--- config.mk ---
export PLATFORM = sky130hd
export DESIGN_NAME = star_box_reader
export DESIGN_NICKNAME = d
export VERILOG_FILES = /design/src/rtl/star_box_reader.sv
export SDC_FILE = /design/constraint.sdc
export NUM_CORES = 1
export LEC_CHECK = 0
export CAP_MARGIN = 20
export CORE_ASPECT_RATIO = 0.6
export CORE_UTILIZATION = 50
export DETAILED_ROUTE_END_ITERATION = 8
export PLACE_DENSITY = 0.81
export REMOVE_ABC_BUFFERS = 1
export SYNTH_ARGS = -nofsm -noshare
export SYNTH_HDL_FRONTEND = slang
export SYNTH_SLANG_ARGS = --single-unit
export TNS_END_PERCENT = 5
--- constraint.sdc ---
create_clock -name clk -period 3 [get_ports clk]
set_input_delay 0.6 -clock clk [delete_from_list [all_inputs] [get_ports clk]]
set_output_delay 0.6 -clock clk [all_outputs]
set_load 0.01 [all_outputs]
--- src/rtl/star_box_reader.sv ---
// star_box_reader
//   Raster-scans the inclusive region [xLeft..xRight] x [yTop..yBottom] of a
//   pixel memory through a synchronous-read port. It classifies each pixel
//   as a star when rdData >= threshold (unsigned) and reports the bounding
//   box of all star pixels found.
//
// Ports
//   clk, resetn        clock (posedge) and synchronous active-low reset
//   start              begin a scan; sampled only in IDLE
//   xLeft..yBottom     search box, inclusive; latched when start is accepted
//   threshold          star threshold; latched when start is accepted
//   rdData             memory read data, valid the cycle after rdEn
//   xAddr, yAddr, rdEn memory read address and strobe
//   busy, done         scan in progress / one-cycle completion pulse
//   found, box*        star bounding box from the most recent scan
//   hitCount           number of star pixels (only with STAR_HIT_COUNT_EN)
//
// Optional feature macro: STAR_HIT_COUNT_EN adds the hitCount output.
module star_box_reader #(
  parameter int xSz   = 3,
  parameter int ySz   = 3,
  parameter int colSz = 3
) (
  input  logic             clk,
  input  logic             resetn,
  input  logic             start,
  input  logic [xSz-1:0]   xLeft,
  input  logic [xSz-1:0]   xRight,
  input  logic [ySz-1:0]   yTop,
  input  logic [ySz-1:0]   yBottom,
  input  logic [colSz-1:0] threshold,
  input  logic [colSz-1:0] rdData,
  output logic [xSz-1:0]   xAddr,
  output logic [ySz-1:0]   yAddr,
  output logic             rdEn,
  output logic             busy,
  output logic             done,
  output logic             found,
  output logic [xSz-1:0]   boxLeft,
  output logic [xSz-1:0]   boxRight,
  output logic [ySz-1:0]   boxTop,
`ifdef STAR_HIT_COUNT_EN
  output logic [ySz-1:0]   boxBottom,
  output logic [xSz+ySz:0] hitCount
`else
  output logic [ySz-1:0]   boxBottom
`endif
);

  typedef enum logic [1:0] {IDLE, READ, EVAL, DONE} state_e;

  state_e           state_q, state_d;
  logic [xSz-1:0]   x_q, x_d;
  logic [ySz-1:0]   y_q, y_d;
  logic [xSz-1:0]   xl_q, xl_d;
  logic [xSz-1:0]   xr_q, xr_d;
  logic [ySz-1:0]   yb_q, yb_d;
  logic [colSz-1:0] thr_q, thr_d;
  logic             found_q, found_d;
  logic [xSz-1:0]   box_left_q, box_left_d;
  logic [xSz-1:0]   box_right_q, box_right_d;
  logic [ySz-1:0]   box_top_q, box_top_d;
  logic [ySz-1:0]   box_bottom_q, box_bottom_d;
`ifdef STAR_HIT_COUNT_EN
  logic [xSz+ySz:0] hit_cnt_q, hit_cnt_d;
`endif

  always_ff @(posedge clk) begin
    if (!resetn) begin
      state_q      <= IDLE;
      x_q          <= '0;
      y_q          <= '0;
      xl_q         <= '0;
      xr_q         <= '0;
      yb_q         <= '0;
      thr_q        <= '0;
      found_q      <= 1'b0;
      box_left_q   <= '0;
      box_right_q  <= '0;
      box_top_q    <= '0;
      box_bottom_q <= '0;
`ifdef STAR_HIT_COUNT_EN
      hit_cnt_q    <= '0;
`endif
    end else begin
      state_q      <= state_d;
      x_q          <= x_d;
      y_q          <= y_d;
      xl_q         <= xl_d;
      xr_q         <= xr_d;
      yb_q         <= yb_d;
      thr_q        <= thr_d;
      found_q      <= found_d;
      box_left_q   <= box_left_d;
      box_right_q  <= box_right_d;
      box_top_q    <= box_top_d;
      box_bottom_q <= box_bottom_d;
`ifdef STAR_HIT_COUNT_EN
      hit_cnt_q    <= hit_cnt_d;
`endif
    end
  end

  always_comb begin
    state_d      = state_q;
    x_d          = x_q;
    y_d          = y_q;
    xl_d         = xl_q;
    xr_d         = xr_q;
    yb_d         = yb_q;
    thr_d        = thr_q;
    found_d      = found_q;
    box_left_d   = box_left_q;
    box_right_d  = box_right_q;
    box_top_d    = box_top_q;
    box_bottom_d = box_bottom_q;
`ifdef STAR_HIT_COUNT_EN
    hit_cnt_d    = hit_cnt_q;
`endif
    case (state_q)
      IDLE: begin
        if (start) begin
          state_d      = READ;
          x_d          = xLeft;
          y_d          = yTop;
          xl_d         = xLeft;
          xr_d         = xRight;
          yb_d         = yBottom;
          thr_d        = threshold;
          found_d      = 1'b0;
          box_left_d   = '0;
          box_right_d  = '0;
          box_top_d    = '0;
          box_bottom_d = '0;
`ifdef STAR_HIT_COUNT_EN
          hit_cnt_d    = '0;
`endif
        end
      end
      READ: state_d = EVAL;
      EVAL: begin
        if (rdData >= thr_q) begin
`ifdef STAR_HIT_COUNT_EN
          hit_cnt_d = hit_cnt_q + 1'b1;
`endif
          if (!found_q) begin
            found_d      = 1'b1;
            box_left_d   = x_q;
            box_right_d  = x_q;
            box_top_d    = y_q;
            box_bottom_d = y_q;
          end else begin
            // Raster order: the first hit already fixed the top row, and
            // every later hit is on the same or a lower row.
            if (x_q < box_left_q)  box_left_d  = x_q;
            if (x_q > box_right_q) box_right_d = x_q;
            box_bottom_d = y_q;
          end
        end
        // Counters wrap at their width, so an inverted box still terminates.
        if (x_q != xr_q) begin
          x_d     = x_q + 1'b1;
          state_d = READ;
        end else if (y_q != yb_q) begin
          x_d     = xl_q;
          y_d     = y_q + 1'b1;
          state_d = READ;
        end else begin
          state_d = DONE;
        end
      end
      DONE:    state_d = IDLE;
      default: state_d = IDLE;
    endcase
  end

  assign xAddr     = x_q;
  assign yAddr     = y_q;
  assign rdEn      = (state_q == READ);
  assign busy      = (state_q == READ) || (state_q == EVAL);
  assign done      = (state_q == DONE);
  assign found     = found_q;
  assign boxLeft   = box_left_q;
  assign boxRight  = box_right_q;
  assign boxTop    = box_top_q;
  assign boxBottom = box_bottom_q;
`ifdef STAR_HIT_COUNT_EN
  assign hitCount  = hit_cnt_q;
`endif

endmodule

==> Flow_metrics.wiki <==
{| class="wikitable"
! Metric !! Value
|-
| Most area-consuming cells after synthesis || sky130_fd_sc_hd__dfxtp_1, sky130_fd_sc_hd__ha_1, sky130_fd_sc_hd__nand2_1
|-
| Cell count after synthesis || 211
|-
| Total number of nets in the final design || 293
|-
| Number of remaining DRC errors || 0
|-
| Diodes inserted || 0
|-
| Vias per cell || 5.63
|-
| Startpoint-to-endpoint class of the critical path || reg2reg
|-
| Initial antenna violation count || 0
|-
| First-pass GRT wire length || 6750 µm
|-
| TritonCTS sink count || 33
|-
| Async set-reset flop share out of synthesis || 0%
|-
| Die H || 48.2 µm
|-
| Latest clock arrival within the worst-skew pair || 0.29 ns
|-
| First-pass iteration count of the detailed router || 4
|-
| Leading cell types in the layout, fill and taps excluded || sky130_fd_sc_hd__clkdlybuf4s50_1, sky130_fd_sc_hd__nand2_1, sky130_fd_sc_hd__dfxtp_1
|-
| Leakage power of the design || 0.901 nW
|-
| Setup repair after global routing missed its margin || false
|-
| Area of the placeable core || 3320 µm²
|-
| Post-Synthesis Mean Instance Area || 8.43 µm²
|-
| Endpoint class of the critical path || flip-flop
|-
| Routability-driven placement congestion ratio || 0.907
|-
| DIE AREA || 3810 µm²
|-
| Clock skew after layout || 0.00494 ns
|-
| Vias in the first global route || 1,395
|-
| Maximum Capacitance Violations || 0
|-
| TritonCTS clock tree || built
|-
| Top fanout value on the critical path || 17
|-
| Portion of synthesized cell area occupied by the leading cell type || 37.1%
|-
| Setup Total Neg Slack || 0 ns
|-
| Count of state elements after synthesis || 33
|-
| Power per standard cell area || 645 nW/µm²
|-
| Hold Vio Cnt, Final || 0
|-
| Total via count in the routed design || 1,706
|-
| Count of endpoints failing setup in the final report || 0
|-
| Most used flip-flop cell after synthesis || sky130_fd_sc_hd__dfxtp_1
|-
| Layout cells sized above 1 || 7.75%
|-
| Sequential fraction of the synthesis area || 37.1%
|-
| DRT antenna net count || 0
|-
| Unique masters post-synth || 42
|-
| Post-CTS clock slew at the launch and capture registers of the worst setup and hold paths || 0.07 ns
|-
| Post-synthesis cell area || 1780 µm²
|-
| FMAX || 439 MHz
|-
| Relative slew slack || 60.8%
|-
| Buffer type at the clock tree root || sky130_fd_sc_hd__clkbuf_8
|-
| # port buffers || 42
|-
| Peak supply drop || 408 µV
|-
| GR Overflow Total || 0
|-
| Final Total Pwr || 0.00154 W
|-
| Overall routed net length || 4240 µm
|-
| Worst Reg2Reg Path Length in Cells || 7
|-
| Critical Path AT || 2.46 ns
|-
| Area growth from synthesis to layout || 33.9%
|-
| Postcts setup bufs || 0
|-
| GRT Total Usage || 24.1%
|-
| Transition time at the pin with the least slew margin || 0.587 ns
|-
| Number of instances resized during post-cts repair || 0
|-
| Effective utilization at floorplan || 53.5%
|-
| Min-Delay Path Class || reg2reg
|-
| Count of yosys warnings during synthesis || 0
|-
| Largest net degree at the start of global routing || 18
|-
| Tcrit/Tclk final || 76.0%
|-
| Drt wl/cell || 14.0 µm
|-
| Number of buffers on the longest clock path || 2
|-
| Estimated wirelength of the detail-placed design || 3130 µm
|-
| EDFF count, synth || 0
|-
| Slew Limit Fails || 0
|-
| Number of cells on the worst hold path || 2
|-
| Critical path required time || 3.19 ns
|-
| Most common cell after layout, fill and taps aside || sky130_fd_sc_hd__clkdlybuf4s50_1
|-
| Total number of placement rows || 16
|-
| Number of buffers created by CTS || 5
|-
| Number of primary I/O pins || 43
|-
| Number of levels the H-tree was split into || 2
|-
| Chip Width || 79.0 µm
|-
| Status || finished clean
|-
| Post-synthesis cell type with the largest combined area || sky130_fd_sc_hd__dfxtp_1
|-
| Number of buffers inserted for hold repair after clock tree synthesis || 0
|-
| Type of origin of the critical path || flip-flop
|-
| Time the final worst path needs with I/O delays and setup || 2.28 ns
|-
| DRC violation total after the first TritonRoute iteration || 163
|}
## critical path, stage by stage, from the launching register on
cell	delay (ns)
sky130_fd_sc_hd__dfxtp_1	0.36
sky130_fd_sc_hd__inv_1	0.11
sky130_fd_sc_hd__ha_1	0.54
sky130_fd_sc_hd__inv_1	0.33
sky130_fd_sc_hd__o21ai_2	0.37
sky130_fd_sc_hd__nand3_1	0.18
sky130_fd_sc_hd__a22oi_1	0.23
sky130_fd_sc_hd__nor2_1	0.05
## routing by layer
metal	wire length (µm)	share of wire (%)	track usage, %	vias up
met4	45	1.1	8.36	0
met1	2030	48	33.2	781
met2	1850	44	37.8	70
met5	0	0	0	-
met3	307	7.2	6.17	5
li1	-	-	-	850
## power breakdown
group	total, W	internal (W)	switching, W
Sequential	0.000563	0.000488	0.0000753
Clock	0.000431	0.000271	0.000160
Combinational	0.000543	0.000243	0.000301
Total	0.00154	0.00100	0.000536
## synth_stat cells (3+ instances only)
library cell	instances
sky130_fd_sc_hd__nor2_1	8
sky130_fd_sc_hd__nand2_1	37
sky130_fd_sc_hd__a31oi_1	4
sky130_fd_sc_hd__o211ai_1	5
sky130_fd_sc_hd__xor2_1	3
sky130_fd_sc_hd__inv_1	14
sky130_fd_sc_hd__a21oi_1	21
sky130_fd_sc_hd__ha_1	15
sky130_fd_sc_hd__nand3_1	4
sky130_fd_sc_hd__o32ai_1	3
sky130_fd_sc_hd__nand4_1	3
sky130_fd_sc_hd__o21ai_0	4
sky130_fd_sc_hd__clkbuf_1	7
sky130_fd_sc_hd__a22oi_1	3
sky130_fd_sc_hd__a21boi_0	5
sky130_fd_sc_hd__xnor2_1	4
sky130_fd_sc_hd__o21a_1	3
sky130_fd_sc_hd__a211oi_1	5
sky130_fd_sc_hd__dfxtp_1	33
## state kept, by name (all words and copies together) (netlist names)
name and flops:
yb_q 3, yAddr 3, xAddr 3, found 1
boxLeft 3, boxRight 3, xl_q 3, boxBottom 3
xr_q 3, state_q 2, thr_q 3, boxTop 3
## path summary, 6_finish.rpt
path / start / end / slack, ns
max: state_q[0] / boxTop[1] / 0.72
min: xl_q[0] / xl_q[0] / 0.46
max reg2reg: state_q[0] / boxTop[1] / 0.72
min reg2reg: xl_q[0] / xl_q[0] / 0.46
## final cells by class
| class | count | area [µm²] |
|---|---|---|
| clock buffers | 7 | 86.3 |
| clock inverters | 1 | 30.0 |
| fillers | 293 | 941 |
| inverters | 14 | 52.6 |
| multi-input cells | 155 | 1030 |
| flip-flops and latches | 33 | 661 |
| well taps | 45 | 56.3 |
| repair buffers | 48 | 465 |
## logic make-up (layout without fill, tap and decap cells)
kind of cell / count (synthesis) / after routing / share of synthesized area [%]
compound gates: 66 / 66 / 25.7
simple gates: 64 / 64 / 16.4
flops: 33 / 33 / 37.1
buf+inv: 23 / 70 / 4.92
fa+ha+maj: 15 / 15 / 10.5
xor+xnor: 7 / 7 / 3.45
mux: 3 / 3 / 1.90
## per-stage QoR
stage	instances	hold slack [ns]	utilization, %	worst slack [ns]	area, µm²
2_1_floorplan	202	0.436	-	0.909	1740
3_3_place_gp	295	0.443	68.2	0.607	2270
3_5_place_dp	295	0.448	68.2	0.524	2270
4_1_cts	303	0.456	71.7	0.778	2380
5_1_grt	303	0.475	71.7	0.526	2380
6_report	303	0.458	71.7	0.721	2380
Power figures use the tool's default switching activity.
